File: config.mk
export PLATFORM = sky130hd
export DESIGN_NAME = rotate_arbiter
export DESIGN_NICKNAME = d
export VERILOG_FILES = /design/src/rtl/rotate_pkg.sv /design/src/rtl/shift_mask_gen.sv /design/src/rtl/rotate_arbiter.sv
export SDC_FILE = /design/constraint.sdc
export NUM_CORES = 1
export LEC_CHECK = 0
export ABC_AREA = 0
export CAP_MARGIN = 25
export CORE_MARGIN = 2
export CORE_UTILIZATION = 45
export CTS_CLUSTER_SIZE = 24
export DETAILED_ROUTE_END_ITERATION = 16
export PLACE_DENSITY = 0.79
export REMOVE_ABC_BUFFERS = 1
export SYNTH_ARGS = -nofsm -noshare
export SYNTH_HDL_FRONTEND = slang
export SYNTH_SLANG_ARGS = --single-unit
File: constraint.sdc
create_clock -name clk -period 2.55 [get_ports clk]
set_input_delay 0.765 -clock clk [delete_from_list [all_inputs] [get_ports clk]]
set_output_delay 0.765 -clock clk [all_outputs]
set_load 0.03 [all_outputs]
File: src/rtl/rotate_pkg.sv
// Shared encodings for the rotate arbiter: op codes, decoded op kinds,
// FSM state constants and the rotator-count helper.
package rotate_pkg;

  localparam logic [2:0] OP_ROR = 3'b000;
  localparam logic [2:0] OP_ROL = 3'b001;
  localparam logic [2:0] OP_LSR = 3'b010;
  localparam logic [2:0] OP_LSL = 3'b011;
  localparam logic [2:0] OP_ASR = 3'b100;

  localparam logic [1:0] ST_IDLE    = 2'd0;
  localparam logic [1:0] ST_ISSUE   = 2'd1;
  localparam logic [1:0] ST_CAPTURE = 2'd2;
  localparam logic [1:0] ST_DONE    = 2'd3;

  typedef enum logic [2:0] {
    OPK_ROR  = 3'd0,
    OPK_ROL  = 3'd1,
    OPK_LSR  = 3'd2,
    OPK_LSL  = 3'd3,
    OPK_ASR  = 3'd4,
    OPK_PASS = 3'd5
  } op_kind_e;

  // Callers zero-extend their op field to 8 bits; any unlisted code is pass-through.
  function automatic op_kind_e decode_op(input logic [7:0] op);
    op_kind_e kind;
    case (op)
      {5'd0, OP_ROR}: kind = OPK_ROR;
      {5'd0, OP_ROL}: kind = OPK_ROL;
      {5'd0, OP_LSR}: kind = OPK_LSR;
      {5'd0, OP_LSL}: kind = OPK_LSL;
      {5'd0, OP_ASR}: kind = OPK_ASR;
      default:        kind = OPK_PASS;
    endcase
    return kind;
  endfunction

  // The rotator only turns right, so left-going ops use the complementary count.
  function automatic logic [2:0] rot_count(input op_kind_e kind, input logic [2:0] amt);
    logic [2:0] cnt;
    case (kind)
      OPK_ROR, OPK_LSR, OPK_ASR: cnt = amt;
      OPK_ROL, OPK_LSL:          cnt = 3'd0 - amt;
      default:                   cnt = 3'd0;
    endcase
    return cnt;
  endfunction

endpackage

File: src/rtl/shift_mask_gen.sv
// Turns the raw right-rotated operand into the final shift result and
// produces the shifted-out carry bit.
module shift_mask_gen
  import rotate_pkg::*;
#(
  parameter int OP_W = 3
) (
  input  logic [OP_W-1:0] op,
  input  logic [2:0]      amt,
  input  logic [7:0]      data,
  input  logic [7:0]      rot_out,
  output logic [7:0]      result,
  output logic            carry
);

  op_kind_e   kind;
  logic [7:0] keep_low;
  logic [7:0] keep_high;
  logic       amt_nz;

  // Mask the rotated value and pick the carry bit for the decoded op.
  always_comb begin
    kind      = decode_op(8'(op));
    keep_low  = 8'hFF >> amt;
    keep_high = 8'hFF << amt;
    amt_nz    = (amt != 3'd0);
    result    = rot_out;
    carry     = 1'b0;
    case (kind)
      OPK_LSR: begin
        result = rot_out & keep_low;
        carry  = amt_nz ? data[amt - 3'd1] : 1'b0;
      end
      OPK_ASR: begin
        result = (rot_out & keep_low) | ({8{data[7]}} & ~keep_low);
        carry  = amt_nz ? data[amt - 3'd1] : 1'b0;
      end
      OPK_LSL: begin
        result = rot_out & keep_high;
        carry  = amt_nz ? data[3'd0 - amt] : 1'b0;
      end
      OPK_ROR: begin
        result = rot_out;
        carry  = amt_nz ? rot_out[7] : 1'b0;
      end
      OPK_ROL: begin
        result = rot_out;
        carry  = amt_nz ? rot_out[0] : 1'b0;
      end
      default: begin
        result = rot_out;
        carry  = 1'b0;
      end
    endcase
  end

endmodule

File: src/rtl/rotate_arbiter.sv
// Two-requester round-robin front end for a shared external right-rotator,
// sequencing issue, capture and completion through a four-state FSM.
module rotate_arbiter
  import rotate_pkg::*;
#(
  parameter int OP_W = 3
) (
  input  logic            clk,
  input  logic            rst,
  input  logic            data_hazard,
  input  logic            req_a,
  input  logic            req_b,
  input  logic [OP_W-1:0] op_a,
  input  logic [OP_W-1:0] op_b,
  input  logic [7:0]      data_a,
  input  logic [7:0]      data_b,
  input  logic [2:0]      amt_a,
  input  logic [2:0]      amt_b,
  output logic            gnt_a,
  output logic            gnt_b,
  output logic [7:0]      rot_in,
  output logic [2:0]      rot_R,
  input  logic [7:0]      rot_out,
  output logic [7:0]      result,
  output logic            carry,
  output logic            result_valid,
  output logic            result_id,
  output logic            busy
);

  logic [1:0]      state_q, state_d;
  logic            prio_b_q, prio_b_d;
  logic [OP_W-1:0] op_q, op_d;
  logic [7:0]      data_q, data_d;
  logic [2:0]      amt_q, amt_d;
  logic            id_q, id_d;
  logic            gnt_a_q, gnt_a_d;
  logic            gnt_b_q, gnt_b_d;
  logic [7:0]      rot_in_q, rot_in_d;
  logic [2:0]      rot_r_q, rot_r_d;
  logic [7:0]      result_q, result_d;
  logic            carry_q, carry_d;
  logic            valid_q, valid_d;
  logic            result_id_q, result_id_d;

  logic            take_b;
  logic [OP_W-1:0] op_sel;
  logic [7:0]      data_sel;
  logic [2:0]      amt_sel;
  logic [7:0]      mask_result;
  logic            mask_carry;

  shift_mask_gen #(.OP_W(OP_W)) u_mask (
    .op      (op_q),
    .amt     (amt_q),
    .data    (data_q),
    .rot_out (rot_out),
    .result  (mask_result),
    .carry   (mask_carry)
  );

  // Arbitration and FSM next-state; prio_b_q set means B wins a tie.
  always_comb begin
    state_d     = state_q;
    prio_b_d    = prio_b_q;
    op_d        = op_q;
    data_d      = data_q;
    amt_d       = amt_q;
    id_d        = id_q;
    gnt_a_d     = 1'b0;
    gnt_b_d     = 1'b0;
    rot_in_d    = rot_in_q;
    rot_r_d     = rot_r_q;
    result_d    = result_q;
    carry_d     = carry_q;
    valid_d     = 1'b0;
    result_id_d = result_id_q;
    take_b      = req_b & (~req_a | prio_b_q);
    op_sel      = take_b ? op_b : op_a;
    data_sel    = take_b ? data_b : data_a;
    amt_sel     = take_b ? amt_b : amt_a;
    case (state_q)
      ST_IDLE: begin
        if ((req_a | req_b) & ~data_hazard) begin
          state_d  = ST_ISSUE;
          gnt_a_d  = ~take_b;
          gnt_b_d  = take_b;
          prio_b_d = ~take_b;
          op_d     = op_sel;
          data_d   = data_sel;
          amt_d    = amt_sel;
          id_d     = take_b;
          rot_in_d = data_sel;
          rot_r_d  = rot_count(decode_op(8'(op_sel)), amt_sel);
        end else begin
          state_d = ST_IDLE;
        end
      end
      ST_ISSUE: begin
        if (!data_hazard) begin
          state_d = ST_CAPTURE;
        end else begin
          state_d = ST_ISSUE;
        end
      end
      ST_CAPTURE: begin
        if (!data_hazard) begin
          state_d  = ST_DONE;
          result_d = mask_result;
          carry_d  = mask_carry;
        end else begin
          state_d = ST_CAPTURE;
        end
      end
      ST_DONE: begin
        state_d     = ST_IDLE;
        valid_d     = 1'b1;
        result_id_d = id_q;
      end
      default: begin
        state_d = ST_IDLE;
      end
    endcase
  end

  // State and output registers with synchronous reset.
  always_ff @(posedge clk) begin
    if (rst) begin
      state_q     <= ST_IDLE;
      prio_b_q    <= 1'b0;
      op_q        <= '0;
      data_q      <= 8'h00;
      amt_q       <= 3'd0;
      id_q        <= 1'b0;
      gnt_a_q     <= 1'b0;
      gnt_b_q     <= 1'b0;
      rot_in_q    <= 8'h00;
      rot_r_q     <= 3'd0;
      result_q    <= 8'h00;
      carry_q     <= 1'b0;
      valid_q     <= 1'b0;
      result_id_q <= 1'b0;
    end else begin
      state_q     <= state_d;
      prio_b_q    <= prio_b_d;
      op_q        <= op_d;
      data_q      <= data_d;
      amt_q       <= amt_d;
      id_q        <= id_d;
      gnt_a_q     <= gnt_a_d;
      gnt_b_q     <= gnt_b_d;
      rot_in_q    <= rot_in_d;
      rot_r_q     <= rot_r_d;
      result_q    <= result_d;
      carry_q     <= carry_d;
      valid_q     <= valid_d;
      result_id_q <= result_id_d;
    end
  end

  assign gnt_a        = gnt_a_q;
  assign gnt_b        = gnt_b_q;
  assign rot_in       = rot_in_q;
  assign rot_R        = rot_r_q;
  assign result       = result_q;
  assign carry        = carry_q;
  assign result_valid = valid_q;
  assign result_id    = result_id_q;
  assign busy         = (state_q != ST_IDLE);

endmodule

==> results of run 1 <==
[registers in the layout, indices dropped and copies added, names as in the netlist, named ones only]
name,flops
carry,1
amt_q,3
id_q,1
result,8
gnt_b,1
gnt_a,1
result_valid,1
rot_in,8
result_id,1
prio_b_q,1
state_q,1
rot_R,3
op_q,3
[cell usage after synthesis, types with 7 or more instances]
master | count | area (um2)
clkbuf_1 | 10 | 37.54
a21oi_1 | 8 | 40.04
nor3_1 | 8 | 40.04
nor2_1 | 35 | 131.4
nand2_1 | 31 | 116.4
inv_1 | 9 | 33.78
a311oi_1 | 14 | 122.6
mux2i_1 | 8 | 80.08
dfxtp_1 | 34 | 680.7
o21ai_0 | 12 | 60.06
a211oi_1 | 7 | 52.55
[routing by layer]
| metal | wire length, um | part of all wire (%) | vias up |
|---|---|---|---|
| met5 | 0 | 0 | - |
| li1 | - | - | 985 |
| met2 | 2261 | 46 | 64 |
| met3 | 285 | 5.8 | 5 |
| met4 | 75 | 1.5 | 0 |
| met1 | 2276 | 46 | 921 |
[worst max-delay path: cells and delay by family, from the launching register on]
kind	cells	cell delay, ns
buffers and inverters	1	0.65
flip-flops	1	0.50
AND/OR/NAND/NOR	1	0.17
[where the power goes]
group | leakage, nW | internal, mW | switching (mW)
combinational | 0.670 | 0.213 | 0.213
clock | 0.0482 | 0.218 | 0.195
sequential | 0.278 | 0.569 | 0.0489
[stage by stage]
step / TNS, ns / cells / setup WS (ns) / hold slack [ns] / cell area [um2]
CTS: 0 / 353 / 0.1626 / 0.4651 / 2735
global route: 0 / 353 / 0.09703 / 0.4895 / 2735
floorplan: -12.66 / 219 / -0.9367 / 0.4379 / 1842
finish: 0 / 353 / 0.1745 / 0.4595 / 2735
global placement: 0 / 345 / 0.1241 / 0.4469 / 2644
detailed placement: 0 / 345 / 0.05589 / 0.4558 / 2644
[worst paths after layout]
check             cells past startpoint   endpoint  slack (ns)       from
setup / recovery                      2       busy        0.17  flip-flop
hold / removal                        2  result_id        0.46  result_id
setup reg to reg                      7      carry        0.46   amt_q[0]
hold reg to reg                       2  result_id        0.46  result_id
[logic make-up (layout without fill, tap and decap cells)]
group	Yosys count	count (layout)	synth area share (%)
flops	34	34	35.19
mux	12	12	8.215
fa+ha+maj	6	6	3.881
buf+inv	27	93	6.533
simple gates	97	97	22.70
compound gates	59	59	22.58
xor+xnor	2	2	0.9057
[final cells by class]
class                      count  area [um2]  share of cell area, %
clock inverter                 1       5.005                 0.1830
clock buffer                   7       86.33                  3.156
tap                           50       62.56                  2.287
timing repair buffer          76       733.2                  26.81
sequential                    34       680.7                  24.89
inverter                       9       33.78                  1.235
multi-input combinational    176        1134                  41.45
==> out/qor.csv, run 1 <==
stage;metric;value;unit
cells_and_area;fill_cells;360;
floorplanning;io_pins;66;
floorplanning;num_rows;23;
floorplanning;die_w;69.57;um
synth;ys.flop_type;dfxtp_1;
power;irDropWorstVdd;0.0002838;V
floorplanning;fp.dieArea;4839;um2
placed_design;portBuffers;65;
timing;final_period_minus_worst_setup_slack;2.375;ns
worst_setup_path;worst_ep_arrival_time;1.61;ns
timing;final-setup-viol-count;0;
cells_and_area;finalNetCount;349;
clock_network;ctsRootBufferMaster;clkbuf_8;
cells_and_area;layout-area-overhead-vs-synth;41.40;%
clock_network;post_cts_resize_count;0;
cells_and_area;layout.cells.most_common;clkdlybuf4s50_1;
placed_design;place_hpwl;3680;um
synth;combined_area_of_all_synthesized_cells;1934;um2
clock_network;numCtsBuffers;5;
global_routing;busiest_layer;met2;
global_routing;grt_start_max_net_pins;27;
worst_setup_path;cp_slowest_stage_delay;0.65;ns
clock_network;cts-htree-levels;2;
global_routing;grt_util_met3;5.087;%
hold_path;min-delay-path-class;reg2reg;
global_routing;groute.layer.met1.usage;26.46;%
synth;synth_cell_type_count;44;
cells_and_area;layout.cells.most_common_list;clkdlybuf4s50_1, nor2_1, dfxtp_1;
global_routing;gr-usage-met2;33.44;%
power;p_per_area;532.7;nW/um2
clock_network;cts_sinks;34;
synth;synth.yosys.seq_area_share;35.19;%
timing;final.setup_skew;0.001958;ns
worst_setup_path;worst-setup-path-type;reg2out;
drt;wl;4898;um
worst_setup_path;worstPathRequired;1.79;ns
drt;drt_iter0_markers;149;
power;report.power.total;1.457;mW
drt;detail_route.vias_per_cell;5.595;
global_routing;grt_pass1_wl;8010;um
floorplanning;initial_utilization;47.67;%
cells_and_area;final_core_utilization;67.41;%
clock_network;postCtsSetupBuffers;0;
timing;unrepaired_setup_endpoints_after_global_routing;false;
cells_and_area;layout-drive-gt1-share;10.23;%
global_routing;antenna_violations_before_repair;0;
drt;detailedRoute.firstPassIterationCount;4;
timing;timing_max_transition_violations_final;0;
drt;drt_drc_violations_left;0;
synth;syn_avg_cell_area;8.162;um2
clock_network;insertion_delay_of_the_later_clocked_pin_in_the_worst_skew_pair;0.29;ns
worst_setup_path;timing.critical_path.slowest_stage_cell;clkdlybuf4s50_1;
timing;fmax;421.0;MHz
global_routing;track_usage;20.56;%
drt;post_route_antenna_net_violation_count;0;
synth;synth.yosys.warnings;0;
clock_network;cts.hold.buffers_added;0;
synth;synth_enable_flop_cells;0;
worst_setup_path;endpoint_kind;output port;
global_routing;grt_pass1_vias;1746;
placed_design;routabilityCongestion;0.8415;
worst_setup_path;critical_path_peak_fanout;10;
synth;syn-instance-count;237;
clock_network;clock_tree.buffer_depth;2;
timing;maxSlewHeadroom;57.57;%
worst_setup_path;critPathLaunchType;flip-flop;
timing;hold_viol;0;
global_routing;global_route.overflow_total;0;
clock_network;clock_tree_from_tritoncts;built;
power;power.leakage;0.9964;nW
status;run_status;completed;
run;timing.max_cap.violations;0;
worst_setup_path;critical_path_cell_by_cell;or2_2 -> clkdlybuf4s50_1;
cells_and_area;total_inserted_antenna_cells;0;
drt;num_vias;1975;
floorplanning;core-area;4058;um2
drt;detail_route.wl_per_cell;13.88;um
synth;ys_seq_elements;34;
synth;postSynth.asyncResetShare;0;%
timing;post-route-period-util;93.16;%
clock_network;clk_pin_slew_worst_paths;0.07;ns
floorplanning;overall_die_height;69.57;um
timing;worstMarginPinSlew;0.6351;ns
No activity file was read; power rests on OpenSTA's default activity.
==> inputs of run 2 (changes only) <==
- REMOVE_ABC_BUFFERS: 1 -> default
==> out/qor.csv, run 2 (synthesized netlist as in run 1, its figures left out) <==
stage;metric;value;unit;change
status;run_status;completed;;
timing;fmax;424.0;MHz;+0.72%
global_routing;grt_pass1_wl;8652;um;+8.0%
worst_setup_path;worstPathRequired;1.79;ns;about the same
drt;drt_drc_violations_left;0;;unchanged
power;power_frac_clock;31.8;%;+3.5 points
global_routing;global_route.overflow_total;0;;unchanged
clock_network;post_cts_resize_count;0;;unchanged
drt;met1_length;2341;um;+2.9%
global_routing;grt_start_max_net_pins;31;;+15%
drt;wl_met2;2332;um;+3.1%
power;combPwrFrac;28.3;%;-1.0 points
clock_network;cts_sinks;34;;unchanged
timing;timing_max_transition_violations_final;0;;unchanged
drt;detail_route.vias_per_cell;5.575;;-0.35%
worst_setup_path;critPathLaunchType;flip-flop;;
placed_design;routabilityCongestion;0.8960;;+6.5%
clock_network;insertion_delay_of_the_later_clocked_pin_in_the_worst_skew_pair;0.29;ns;about the same
synth;synthesized_netlist_net_count;284;;
floorplanning;io_pins;66;;unchanged
global_routing;grt_pass1_vias;1865;;+6.8%
placed_design;place_hpwl;3786;um;+2.9%
placed_design;dp_cells;343;;-0.58%
worst_setup_path;critical_path_peak_fanout;8;;-2
power;swShare;30.11;%;-1.3 points
cells_and_area;layout.cells.most_common_list;clkdlybuf4s50_1, nor2_1, dfxtp_1;;
clock_network;ctsRootBufferMaster;clkbuf_8;;
floorplanning;overall_die_height;69.57;um;unchanged
drt;post_route_antenna_net_violation_count;0;;unchanged
clock_network;cts.hold.buffers_added;0;;unchanged
cells_and_area;final_cell_count_no_fill;351;;-0.57%
clock_network;numCtsBuffers;5;;unchanged
drt;met3_length;339;um;+19%
drt;drt_iter0_markers;110;;-26%
cells_and_area;finalNetCount;347;;-0.57%
hold_path;min-delay-path-class;reg2reg;;
global_routing;track_usage;22.12;%;+1.6 points
timing;setup-tns-final;0;ns;unchanged
drt;wl;5092;um;+4.0%
cells_and_area;layout-area-overhead-vs-synth;42.04;%;
run;timing.max_cap.violations;0;;unchanged
power;report.power.total;1.539;mW;+5.6%
floorplanning;die_w;69.57;um;unchanged
drt;num_vias;1957;;-0.91%
drt;detailedRoute.firstPassIterationCount;4;;unchanged
clock_network;cts-htree-levels;2;;unchanged
timing;maxSlewHeadroom;59.79;%;+2.2 points
timing;worstMarginPinSlew;0.6018;ns;-0.03325 ns
worst_setup_path;worst_ep_arrival_time;1.59;ns;-0.02 ns
clock_network;postCtsSetupBuffers;0;;unchanged
global_routing;antenna_violations_before_repair;0;;unchanged
cells_and_area;layout-drive-gt1-share;9.302;%;-0.93 points
power;power.net_switching;463.4;uW;+1.3%
placed_design;portBuffers;65;;unchanged
floorplanning;fp.dieArea;4839;um2;unchanged
placed_design;postPlaceCellArea;2641;um2;about the same
power;seq_power_share;39.9;%;-2.5 points
power;irDropWorstVdd;0.0003444;V;+21%
floorplanning;core-area;4058;um2;unchanged
clock_network;clock_tree.buffer_depth;2;;unchanged
drt;detail_route.wl_per_cell;14.51;um;+4.6%
drt;top_layer_used;met4;;
timing;final-setup-viol-count;0;;unchanged
cells_and_area;layout.cells.most_common;clkdlybuf4s50_1;;
worst_setup_path;endpoint_kind;output port;;
floorplanning;num_rows;23;;unchanged
power;power.leakage;0.9952;nW;-0.12%
timing;unrepaired_setup_endpoints_after_global_routing;false;;
cells_and_area;layout.cell_area.non_filler;2748;um2;+0.46%
clock_network;clk_pin_slew_worst_paths;0.07;ns;about the same
power;p_per_area;560.1;nW/um2;+5.2%
power;intPower;1.076;mW;+7.6%
cells_and_area;total_inserted_antenna_cells;0;;unchanged
timing;final.setup_skew;0.004359;ns;+0.002401 ns
timing;hold_viol;0;;unchanged
timing;post-route-period-util;92.49;%;-0.66 points
timing;final_period_minus_worst_setup_slack;2.359;ns;-0.01691 ns
cells_and_area;final_core_utilization;67.72;%;+0.31 points
floorplanning;initial_utilization;47.67;%;unchanged
clock_network;clock_tree_from_tritoncts;built;;
worst_setup_path;worst-setup-path-type;reg2out;;
-- run 2: per-stage QoR --
stage / hold WS (ns) / setup slack (ns)
2_1_floorplan: 0.4439 / 0.4603
3_3_place_gp: 0.4497 / 0.1355
3_5_place_dp: 0.4486 / 0.05345
4_1_cts: 0.4647 / 0.1866
5_1_grt: 0.4905 / 0.1408
6_report: 0.4579 / 0.1915
-- run 2: per-layer routing --
metal  vias to the layer above  GRT usage, %
met5                         -             0
met4                         0         7.190
met3                        10         7.122
met2                        81         35.79
met1                       884         27.86
li1                        982             -
-- run 2: worst paths after layout --
kind | start | cells after the start | slack (ns) | end
setup / recovery | state_q[0] | 2 | 0.19 | busy
hold / removal | result_id | 2 | 0.46 | result_id
setup reg to reg | amt_q[0] | 7 | 0.42 | carry
hold reg to reg | result_id | 2 | 0.46 | result_id
-- run 2: layout make-up --
type / count / area, um2
timing repair buffer: 74 / 730.7
fill: 341 / 1310
tap: 50 / 62.56
clock inverter: 1 / 30.03
inverter: 9 / 33.78
sequential: 34 / 680.7
multi-input combinational: 176 / 1134
clock buffer: 7 / 76.32
-- run 2: power by group through the flow --
stage | registers [mW] | logic (mW) | clock network [mW]
final | 0.614 | 0.436 | 0.489
after floorplan | 0.651 | 0.233 | 0
after detailed placement | 0.624 | 0.433 | 0
after global routing | 0.620 | 0.472 | 0.527
after global placement | 0.622 | 0.427 | 0
after CTS | 0.613 | 0.435 | 0.496
-- run 2: critical path, cell delays in order (launching register included) --
cell	delay (ns)
dfxtp_1	0.48
or2_2	0.16
clkdlybuf4s50_1	0.66
